<file path="config.mk">
export PLATFORM = sky130hd
export DESIGN_NAME = instr_decode_stage_flat
export DESIGN_NICKNAME = d
export VERILOG_FILES = /design/src/rtl/instr_decode_stage_pkg.sv /design/src/rtl/instr_decode_stage_if.sv /design/src/rtl/instr_decode_stage_decoder.sv /design/src/rtl/instr_decode_stage.sv /design/src/flat_wrapper.sv
export SDC_FILE = /design/constraint.sdc
export NUM_CORES = 1
export LEC_CHECK = 0
export CAP_MARGIN = 20
export CORE_MARGIN = 2
export CORE_UTILIZATION = 39
export CTS_BUF_LIST = sky130_fd_sc_hd__clkbuf_4 sky130_fd_sc_hd__clkbuf_8
export CTS_CLUSTER_DIAMETER = 30
export DETAILED_ROUTE_END_ITERATION = 7
export PLACE_DENSITY = 0.72
export SETUP_SLACK_MARGIN = 0.3
export SLEW_MARGIN = 30
export SYNTH_ARGS = -nofsm -noshare
export SYNTH_HDL_FRONTEND = slang
export SYNTH_SLANG_ARGS = --single-unit
export TNS_END_PERCENT = 1
</file>
<file path="constraint.sdc">
create_clock -name clk -period 9.1 [get_ports clk]
set_input_delay 1.365 -clock clk [delete_from_list [all_inputs] [get_ports clk]]
set_output_delay 1.365 -clock clk [all_outputs]
set_load 0.02 [all_outputs]
</file>
<file path="src/rtl/instr_decode_stage_pkg.sv">
// rtl/instr_decode_stage_pkg.sv - decode stage opcodes, decoded enums, field struct and immediate helper
package instr_decode_stage_pkg;

  localparam logic [6:0] OPC_OP       = 7'b0110011;
  localparam logic [6:0] OPC_OP_IMM   = 7'b0010011;
  localparam logic [6:0] OPC_STORE    = 7'b0100011;
  localparam logic [6:0] OPC_LOAD     = 7'b0000011;
  localparam logic [6:0] OPC_BRANCH   = 7'b1100011;
  localparam logic [6:0] OPC_JALR     = 7'b1100111;
  localparam logic [6:0] OPC_JAL      = 7'b1101111;
  localparam logic [6:0] OPC_AUIPC    = 7'b0010111;
  localparam logic [6:0] OPC_LUI      = 7'b0110111;
  localparam logic [6:0] OPC_MISC_MEM = 7'b0001111;

  typedef enum logic [3:0] {
    OP_NO_OP, OP_COMP, OP_COMP_IMM, OP_STORE, OP_LOAD,
    OP_BRANCH, OP_JALR, OP_JAL, OP_AUIPC, OP_LUI
  } decoded_opcode;

  typedef enum logic [5:0] {
    INSTR_NO_OP, INSTR_BAD_INSTR,
    INSTR_ADD, INSTR_SUB, INSTR_SLL, INSTR_SLT, INSTR_SLTU, INSTR_XOR, INSTR_SRL, INSTR_SRA,
    INSTR_OR, INSTR_AND,
    INSTR_MUL, INSTR_MULH, INSTR_MULHSU, INSTR_MULHU, INSTR_DIV, INSTR_DIVU, INSTR_REM, INSTR_REMU,
    INSTR_ADDI, INSTR_SLTI, INSTR_SLTIU, INSTR_XORI, INSTR_ORI, INSTR_ANDI,
    INSTR_SLLI, INSTR_SRLI, INSTR_SRAI,
    INSTR_LB, INSTR_LH, INSTR_LW, INSTR_LBU, INSTR_LHU,
    INSTR_SB, INSTR_SH, INSTR_SW,
    INSTR_BEQ, INSTR_BNE, INSTR_BLT, INSTR_BGE, INSTR_BLTU, INSTR_BGEU,
    INSTR_JALR, INSTR_JAL, INSTR_LUI, INSTR_AUIPC, INSTR_FENCE, INSTR_FENCEI
  } decoded_instr;

  typedef enum logic [2:0] {
    IMM_NONE, IMM_I, IMM_S, IMM_B, IMM_U, IMM_J, IMM_SHAMT
  } imm_type;

  typedef struct packed {
    decoded_opcode opcode;
    decoded_instr  instr;
    logic [4:0]    rs1;
    logic [4:0]    rs2;
    logic [4:0]    rd;
    logic          rs1_used;
    logic          rs2_used;
    logic          rd_we;
    logic [31:0]   imm;
    logic          illegal;
  } decoded_fields;

  localparam decoded_fields DECODED_RESET = '{
    opcode: OP_NO_OP, instr: INSTR_NO_OP, rs1: 5'd0, rs2: 5'd0, rd: 5'd0,
    rs1_used: 1'b0, rs2_used: 1'b0, rd_we: 1'b0, imm: 32'd0, illegal: 1'b0
  };

  // Sign-extended immediate for each encoding format; shift amounts are zero-extended.
  function automatic logic [31:0] gen_imm(input imm_type t, input logic [31:0] i);
    case (t)
      IMM_I:     return {{20{i[31]}}, i[31:20]};
      IMM_S:     return {{20{i[31]}}, i[31:25], i[11:7]};
      IMM_B:     return {{19{i[31]}}, i[31], i[7], i[30:25], i[11:8], 1'b0};
      IMM_U:     return {i[31:12], 12'b0};
      IMM_J:     return {{11{i[31]}}, i[31], i[19:12], i[20], i[30:21], 1'b0};
      IMM_SHAMT: return {27'b0, i[24:20]};
      default:   return 32'd0;
    endcase
  endfunction

endpackage

</file>
<file path="src/rtl/instr_decode_stage_if.sv">
// rtl/instr_decode_stage_if.sv - fetch-side and execute-side handshake bundle of the decode stage
interface instr_decode_stage_if;
  import instr_decode_stage_pkg::*;

  logic          flush;
  logic          if_valid;
  logic          if_ready;
  logic [31:0]   if_instr;
  logic [31:0]   if_pc;
  logic          id_valid;
  logic          id_ready;
  logic [31:0]   id_pc;
  decoded_opcode id_opcode;
  decoded_instr  id_instr;
  logic [4:0]    id_rs1;
  logic [4:0]    id_rs2;
  logic [4:0]    id_rd;
  logic          id_rs1_used;
  logic          id_rs2_used;
  logic          id_rd_we;
  logic [31:0]   id_imm;
  logic          id_illegal;

  // Surrounding pipeline: fetch + execute + redirect source.
  modport master (
    output flush, if_valid, if_instr, if_pc, id_ready,
    input  if_ready, id_valid, id_pc, id_opcode, id_instr, id_rs1, id_rs2, id_rd,
           id_rs1_used, id_rs2_used, id_rd_we, id_imm, id_illegal
  );

  // The decode stage itself.
  modport slave (
    input  flush, if_valid, if_instr, if_pc, id_ready,
    output if_ready, id_valid, id_pc, id_opcode, id_instr, id_rs1, id_rs2, id_rd,
           id_rs1_used, id_rs2_used, id_rd_we, id_imm, id_illegal
  );
endinterface

</file>
<file path="src/rtl/instr_decode_stage_decoder.sv">
// rtl/instr_decode_stage_decoder.sv - combinational RV32I(+M) raw word to decoded fields
module instr_decoder
  import instr_decode_stage_pkg::*;
#(
  parameter bit M_EXT    = 1'b1,
  parameter bit ZIFENCEI = 1'b1
) (
  input  logic [31:0]   instr,
  output decoded_fields dec
);

  logic [2:0] f3;
  logic [6:0] f7;
  logic       bad;
  logic       has_rd;
  imm_type    it;

  assign f3 = instr[14:12];
  assign f7 = instr[31:25];

  // Classify the word, then derive register usage; illegal words collapse to a clean bubble.
  always_comb begin
    dec    = DECODED_RESET;
    bad    = 1'b0;
    has_rd = 1'b0;
    it     = IMM_NONE;
    // Every known opcode ends in 2'b11, so compressed/short encodings land in the default arm.
    case (instr[6:0])
      OPC_OP: begin
        dec.opcode = OP_COMP;
        if (f7 == 7'b0000000) begin
          case (f3)
            3'b000: dec.instr = INSTR_ADD;
            3'b001: dec.instr = INSTR_SLL;
            3'b010: dec.instr = INSTR_SLT;
            3'b011: dec.instr = INSTR_SLTU;
            3'b100: dec.instr = INSTR_XOR;
            3'b101: dec.instr = INSTR_SRL;
            3'b110: dec.instr = INSTR_OR;
            3'b111: dec.instr = INSTR_AND;
          endcase
        end else if (f7 == 7'b0100000 && f3 == 3'b000) dec.instr = INSTR_SUB;
        else if (f7 == 7'b0100000 && f3 == 3'b101) dec.instr = INSTR_SRA;
        else if (f7 == 7'b0000001 && M_EXT) begin
          case (f3)
            3'b000: dec.instr = INSTR_MUL;
            3'b001: dec.instr = INSTR_MULH;
            3'b010: dec.instr = INSTR_MULHSU;
            3'b011: dec.instr = INSTR_MULHU;
            3'b100: dec.instr = INSTR_DIV;
            3'b101: dec.instr = INSTR_DIVU;
            3'b110: dec.instr = INSTR_REM;
            3'b111: dec.instr = INSTR_REMU;
          endcase
        end else bad = 1'b1;
      end
      OPC_OP_IMM: begin
        dec.opcode = OP_COMP_IMM;
        it = IMM_I;
        case (f3)
          3'b000: dec.instr = INSTR_ADDI;
          3'b010: dec.instr = INSTR_SLTI;
          3'b011: dec.instr = INSTR_SLTIU;
          3'b100: dec.instr = INSTR_XORI;
          3'b110: dec.instr = INSTR_ORI;
          3'b111: dec.instr = INSTR_ANDI;
          3'b001: begin
            it = IMM_SHAMT;
            dec.instr = INSTR_SLLI;
            bad = (f7 != 7'b0000000);
          end
          3'b101: begin
            it = IMM_SHAMT;
            if (f7 == 7'b0000000) dec.instr = INSTR_SRLI;
            else if (f7 == 7'b0100000) dec.instr = INSTR_SRAI;
            else bad = 1'b1;
          end
        endcase
      end
      OPC_LOAD: begin
        dec.opcode = OP_LOAD;
        it = IMM_I;
        case (f3)
          3'b000:  dec.instr = INSTR_LB;
          3'b001:  dec.instr = INSTR_LH;
          3'b010:  dec.instr = INSTR_LW;
          3'b100:  dec.instr = INSTR_LBU;
          3'b101:  dec.instr = INSTR_LHU;
          default: bad = 1'b1;
        endcase
      end
      OPC_STORE: begin
        dec.opcode = OP_STORE;
        it = IMM_S;
        case (f3)
          3'b000:  dec.instr = INSTR_SB;
          3'b001:  dec.instr = INSTR_SH;
          3'b010:  dec.instr = INSTR_SW;
          default: bad = 1'b1;
        endcase
      end
      OPC_BRANCH: begin
        dec.opcode = OP_BRANCH;
        it = IMM_B;
        case (f3)
          3'b000:  dec.instr = INSTR_BEQ;
          3'b001:  dec.instr = INSTR_BNE;
          3'b100:  dec.instr = INSTR_BLT;
          3'b101:  dec.instr = INSTR_BGE;
          3'b110:  dec.instr = INSTR_BLTU;
          3'b111:  dec.instr = INSTR_BGEU;
          default: bad = 1'b1;
        endcase
      end
      OPC_JALR: begin
        dec.opcode = OP_JALR;
        dec.instr  = INSTR_JALR;
        it = IMM_I;
        bad = (f3 != 3'b000);
      end
      OPC_JAL:   begin dec.opcode = OP_JAL;   dec.instr = INSTR_JAL;   it = IMM_J; end
      OPC_AUIPC: begin dec.opcode = OP_AUIPC; dec.instr = INSTR_AUIPC; it = IMM_U; end
      OPC_LUI:   begin dec.opcode = OP_LUI;   dec.instr = INSTR_LUI;   it = IMM_U; end
      OPC_MISC_MEM: begin
        dec.opcode = OP_NO_OP;
        if (f3 == 3'b000) dec.instr = INSTR_FENCE;
        else if (f3 == 3'b001 && ZIFENCEI) dec.instr = INSTR_FENCEI;
        else bad = 1'b1;
      end
      default: bad = 1'b1;
    endcase

    // Fences are classed OP_NO_OP and read no register.
    dec.rs2_used = dec.opcode inside {OP_COMP, OP_STORE, OP_BRANCH};
    dec.rs1_used = !(dec.opcode inside {OP_LUI, OP_AUIPC, OP_JAL, OP_NO_OP});
    has_rd       = dec.opcode inside {OP_COMP, OP_COMP_IMM, OP_LOAD, OP_JAL, OP_JALR, OP_LUI, OP_AUIPC};
    dec.rs1      = dec.rs1_used ? instr[19:15] : 5'd0;
    dec.rs2      = dec.rs2_used ? instr[24:20] : 5'd0;
    dec.rd       = has_rd ? instr[11:7] : 5'd0;
    dec.rd_we    = has_rd && (instr[11:7] != 5'd0);
    dec.imm      = gen_imm(it, instr);

    if (bad) begin
      dec         = DECODED_RESET;
      dec.instr   = INSTR_BAD_INSTR;
      dec.illegal = 1'b1;
    end
  end

endmodule

</file>
<file path="src/rtl/instr_decode_stage.sv">
// rtl/instr_decode_stage.sv - decode pipeline stage: handshake, output register and flush around the decoder
module instr_decode_stage
  import instr_decode_stage_pkg::*;
#(
  parameter bit M_EXT    = 1'b1,
  parameter bit ZIFENCEI = 1'b1
) (
  input  logic                 clk,
  input  logic                 rst,
  instr_decode_stage_if.slave  bus
);

  decoded_fields dec;
  decoded_fields held;
  logic          held_valid;
  logic [31:0]   held_pc;
  logic          accept;

  instr_decoder #(
    .M_EXT    (M_EXT),
    .ZIFENCEI (ZIFENCEI)
  ) u_decoder (
    .instr (bus.if_instr),
    .dec   (dec)
  );

  // The slot frees up in the same cycle execute takes the held word, giving full throughput.
  assign bus.if_ready = !held_valid || bus.id_ready;
  assign accept       = bus.if_valid && bus.if_ready;

  // Output register: flush beats capture; only id_valid drops on flush, the payload is left as is.
  always_ff @(posedge clk or posedge rst) begin
    if (rst) begin
      held_valid <= 1'b0;
      held       <= DECODED_RESET;
      held_pc    <= 32'd0;
    end else if (bus.flush) begin
      held_valid <= 1'b0;
    end else if (accept) begin
      held_valid <= 1'b1;
      held       <= dec;
      held_pc    <= bus.if_pc;
    end else if (bus.id_ready) begin
      held_valid <= 1'b0;
    end
  end

  assign bus.id_valid    = held_valid;
  assign bus.id_pc       = held_pc;
  assign bus.id_opcode   = held.opcode;
  assign bus.id_instr    = held.instr;
  assign bus.id_rs1      = held.rs1;
  assign bus.id_rs2      = held.rs2;
  assign bus.id_rd       = held.rd;
  assign bus.id_rs1_used = held.rs1_used;
  assign bus.id_rs2_used = held.rs2_used;
  assign bus.id_rd_we    = held.rd_we;
  assign bus.id_imm      = held.imm;
  assign bus.id_illegal  = held.illegal;

endmodule

</file>
<file path="src/flat_wrapper.sv">
// flat-port wrapper written by rule: the top's interface ports become plain ports
module instr_decode_stage_flat import instr_decode_stage_pkg::*;
#(
  parameter bit M_EXT    = 1'b1,
  parameter bit ZIFENCEI = 1'b1
)
  (clk, rst, bus_flush, bus_if_valid, bus_if_instr, bus_if_pc, bus_id_ready, bus_if_ready, bus_id_valid, bus_id_pc, bus_id_opcode, bus_id_instr, bus_id_rs1, bus_id_rs2, bus_id_rd, bus_id_rs1_used, bus_id_rs2_used, bus_id_rd_we, bus_id_imm, bus_id_illegal);
  instr_decode_stage_if bus_i ();
  input  logic clk;
  input  logic rst;
  input wire logic [$bits(bus_i.flush)-1:0] bus_flush;
  input wire logic [$bits(bus_i.if_valid)-1:0] bus_if_valid;
  input wire logic [$bits(bus_i.if_instr)-1:0] bus_if_instr;
  input wire logic [$bits(bus_i.if_pc)-1:0] bus_if_pc;
  input wire logic [$bits(bus_i.id_ready)-1:0] bus_id_ready;
  output wire logic [$bits(bus_i.if_ready)-1:0] bus_if_ready;
  output wire logic [$bits(bus_i.id_valid)-1:0] bus_id_valid;
  output wire logic [$bits(bus_i.id_pc)-1:0] bus_id_pc;
  output wire logic [$bits(bus_i.id_opcode)-1:0] bus_id_opcode;
  output wire logic [$bits(bus_i.id_instr)-1:0] bus_id_instr;
  output wire logic [$bits(bus_i.id_rs1)-1:0] bus_id_rs1;
  output wire logic [$bits(bus_i.id_rs2)-1:0] bus_id_rs2;
  output wire logic [$bits(bus_i.id_rd)-1:0] bus_id_rd;
  output wire logic [$bits(bus_i.id_rs1_used)-1:0] bus_id_rs1_used;
  output wire logic [$bits(bus_i.id_rs2_used)-1:0] bus_id_rs2_used;
  output wire logic [$bits(bus_i.id_rd_we)-1:0] bus_id_rd_we;
  output wire logic [$bits(bus_i.id_imm)-1:0] bus_id_imm;
  output wire logic [$bits(bus_i.id_illegal)-1:0] bus_id_illegal;
  assign bus_i.flush = bus_flush;
  assign bus_i.if_valid = bus_if_valid;
  assign bus_i.if_instr = bus_if_instr;
  assign bus_i.if_pc = bus_if_pc;
  assign bus_i.id_ready = bus_id_ready;
  assign bus_if_ready = bus_i.if_ready;
  assign bus_id_valid = bus_i.id_valid;
  assign bus_id_pc = bus_i.id_pc;
  assign bus_id_opcode = bus_i.id_opcode;
  assign bus_id_instr = bus_i.id_instr;
  assign bus_id_rs1 = bus_i.id_rs1;
  assign bus_id_rs2 = bus_i.id_rs2;
  assign bus_id_rd = bus_i.id_rd;
  assign bus_id_rs1_used = bus_i.id_rs1_used;
  assign bus_id_rs2_used = bus_i.id_rs2_used;
  assign bus_id_rd_we = bus_i.id_rd_we;
  assign bus_id_imm = bus_i.id_imm;
  assign bus_id_illegal = bus_i.id_illegal;
  instr_decode_stage #(.M_EXT(M_EXT), .ZIFENCEI(ZIFENCEI)) u_core (.clk(clk), .rst(rst), .bus(bus_i));
endmodule
</file>
==> results by group <==
Outcome
  • Outcome: completed

Place
  • GPL Wtd Cong: 0.9386
  • Placed cell count: 839
  • Final HPWL DP: 11.11 mm
  • # port buffers: 163
  • Post-DP Area: 6660 um^2

Final layout
  • # diodes: 0
  • Final non-filler cell total: 854
  • Nets: 753
  • Layout cells sized above 1: 0.04692
  • Design area: 6854 um^2
  • Area growth from synthesis to layout: 38.93%

Logic synthesis
  • Synth Flop Type: dfrtp_1
  • Cell count after synthesis: 541
  • Yosys warnings: 0
  • Post-synth cell types: 56
  • FFs w/ async S/R, synth: 1.000
  • Sequential area share after synthesis: 0.4768
  • Mean Syn Cell Area: 9.119 um^2
  • Cell area after synthesis: 4933 um^2
  • Number of synthesized flops with an enable pin: 0
  • FF+latch count, synth: 94
  • Syn_nets: 616

Power and ir drop
  • Sequential power share: 0.483
  • Pwr Density: 136.6 nW/um^2
  • P_leak: 3.130 nW
  • Net Switching: 0.2723 mW
  • Switching part of the total: 0.2907
  • P_int: 0.6642 mW
  • Maximum vdd drop: 0.00006249 V
  • Clock network fraction of total power: 0.297
  • Logic gate share of total power: 0.220

Clock tree
  • Post-CTS Resized: 0
  • TritonCTS clock tree: built
  • Post-CTS setup buffers: 0
  • Longest Clk Path Bufs: 2
  • Cts hold-fix bufs: 0
  • CTS Buf Count: 9
  • Clk slew on worst S/H paths: 0.07 ns
  • Clock tree root buffer cell: clkbuf_8
  • Worst-skew pair later-pin latency: 0.37 ns
  • CTS H-Tree Depth: 3
  • CTS sink cnt: 94

Timing
  • Slew margin rel.: 0.3612
  • Period utilization: 0.4867
  • Hold Slack: 0.4697 ns
  • RSZ-0062 raised after global routing: false
  • Minimum clock period: 4.429 ns
  • Finish-stage setup viols: 0
  • Final setup skew: 0.007661 ns
  • Setup TNS: 0 ns
  • Worst slew pin tran: 0.9582 ns
  • Max Clock Freq: 225.8 MHz
  • Fin. max-slew vios: 0
  • Count of final hold-check violations: 0

Drt
  • Final ANT Viol Nets: 0
  • Vias per std cell: 5.611
  • Initial drt markers: 590
  • TritonRoute pass-1 iters: 5
  • Routed WL per cell: 18.26 um
  • Drt total wl: 15.59 mm
  • Via count: 4792
  • Remaining DRCs: 0

Critical path
  • Crit path capture type: flop
  • Crit path max fanout: 29
  • Crit start category: primary input
  • CP Data Required Time: 9.30 ns
  • Critical path arrival: 4.63 ns
  • CP Class: primary input to flop
  • Flop-to-flop setup slack: 6.14 ns

Global route
  • GRT overflow: 0
  • Largest net degree at the start of global routing: 92
  • Number of global-route vias before repair: 4635
  • All-layer global routing usage: 0.2297
  • First-pass GRT wire length: 24.32 mm
  • Antenna violations before repair: 0

Floorplanning
  • Die height: 116.5 um
  • I/O pins: 164
  • Initial Utilization: 0.3958
  • Die Footprint: 13570 um^2
  • Die width: 116.5 um
  • Core area: 12470 um^2
  • Std cell rows: 41

Hold path
  • Hold WC Path Type: flop to flop

Job
  • Max-cap violations: 0
sequential cells by signal, indices dropped and copies added (netlist names):
signal	flops
u_core.bus.id_illegal	1
u_core.bus.id_imm	32
u_core.bus.id_instr	6
u_core.bus.id_opcode	4
u_core.bus.id_pc	32
u_core.bus.id_rd	5
u_core.bus.id_rd_we	1
u_core.bus.id_rs1	5
u_core.bus.id_rs1_used	1
u_core.bus.id_rs2	5
u_core.bus.id_rs2_used	1
u_core.bus.id_valid	1
area by class of cell:
cell class                 count  area [um^2]
clock buffer                  10        137.6
clock inverter                 5        57.56
fill                        1118         5612
inverter                      11        43.79
multi-input combinational    394         2380
sequential                    94         2352
tap                          172        215.2
timing repair buffer         168         1668
power by group through the flow:
stage	combinational [mW]	clock, mW	sequential [mW]
2_1_floorplan	0.0723	0	0.489
3_3_place_gp	0.204	0	0.459
3_5_place_dp	0.206	0	0.461
4_1_cts	0.207	0.288	0.453
5_1_grt	0.224	0.307	0.455
6_report	0.206	0.278	0.452
cell usage after synthesis, drive strengths merged (2+ instances only):
| cell type | number | area [um^2] |
|---|---|---|
| a21oi | 11 | 55.05 |
| mux2i | 3 | 30.03 |
| clkbuf | 35 | 131.4 |
| or2 | 3 | 18.77 |
| or3 | 3 | 18.77 |
| a32oi | 3 | 26.28 |
| a21o | 17 | 127.6 |
| and2 | 7 | 43.79 |
| nor4b | 2 | 32.53 |
| nor3b | 4 | 30.03 |
| a22o | 48 | 420.4 |
| a32o | 13 | 130.1 |
| nor2b | 5 | 31.28 |
| a21boi | 2 | 15.01 |
| a31oi | 2 | 12.51 |
| nand2 | 131 | 491.7 |
| nand2b | 5 | 31.28 |
| nor2 | 30 | 112.6 |
| o2111ai | 2 | 17.52 |
| and3 | 4 | 25.02 |
| o211ai | 2 | 15.01 |
| nor3 | 16 | 80.08 |
| o21ai | 22 | 110.1 |
| buf | 7 | 40.03 |
| o31ai | 6 | 45.04 |
| o22ai | 4 | 25.02 |
| dfrtp | 94 | 2352 |
| inv | 11 | 41.29 |
| a211o | 3 | 26.28 |
| nand3b | 3 | 22.52 |
| o32ai | 4 | 35.03 |
| nand4 | 6 | 37.54 |
| ha | 6 | 75.07 |
| nand4b | 2 | 17.52 |
| a41oi | 2 | 17.52 |
| nand3 | 7 | 35.03 |
path summary, 6_finish.rpt:
path / cells after the start / startpoint / end
worst max register to register: 7 / u_core.bus.id_valid$_DFFE_PP0P_ / u_core.bus.id_instr[0]$_DFFE_PP0P_
max in group asynchronous: 3 / rst / u_core.bus.id_imm[26]$_DFFE_PP0P_
min in group asynchronous: 2 / rst / u_core.bus.id_pc[23]$_DFFE_PP0P_
worst min-delay path: 2 / u_core.bus.id_imm[12]$_DFFE_PP0P_ / u_core.bus.id_imm[12]$_DFFE_PP0P_
worst min register to register: 2 / u_core.bus.id_imm[12]$_DFFE_PP0P_ / u_core.bus.id_imm[12]$_DFFE_PP0P_
worst max-delay path: 9 / bus_if_instr[13] / u_core.bus.id_instr[0]$_DFFE_PP0P_
placed cells by master, fill, tap and decap left out, types with 10 or more instances in the layout:
cell type	count
clkbuf_8	10
o21ai_0	15
nor2_1	30
a22o_1	48
nand2_1	131
nor3_1	16
a32o_1	13
dfrtp_1	94
a21o_1	17
a21oi_1	11
clkdlybuf4s50_1	162
metrics by stage:
stage                     worst slack [ns]    util  power, mW
after floorplan                      5.286       -     0.5610
after global placement               4.120  0.5338     0.6635
after detailed placement             4.343  0.5343     0.6672
after CTS                            4.732  0.5499     0.9479
after global routing                 4.461  0.5498     0.9854
final                                4.671  0.5498     0.9365
routing by layer:
layer  up-vias  GRT usage  wire length (um)
met5         -          0                 0
met4         0    0.08730               392
met3        32    0.04982              1362
met2       265     0.3519              6801
met1      2279     0.3203              7037
li1       2216          -                 -
cells by family (layout without fill, tap and decap cells):
| group | count (synthesis) | count (layout) | share of synthesized area |
|---|---|---|---|
| adders and majority gates | 6 | 6 | 0.01522 |
| DFF | 94 | 94 | 0.4768 |
| AOI/OAI and AO/OA | 150 | 150 | 0.2374 |
| muxes | 3 | 3 | 0.006087 |
| and+or+nand+nor | 235 | 235 | 0.2214 |
| buffers and inverters | 53 | 194 | 0.04311 |
critical path, stage by stage:
cell	delay, ns
clkdlybuf4s50_1	0.56
inv_1	0.21
ha_1	0.59
inv_1	0.22
a21oi_1	0.28
o311ai_1	0.21
nor4_1	0.36
and2_2	0.63
a41oi_1	0.19
(Power assumes the default switching activity.)
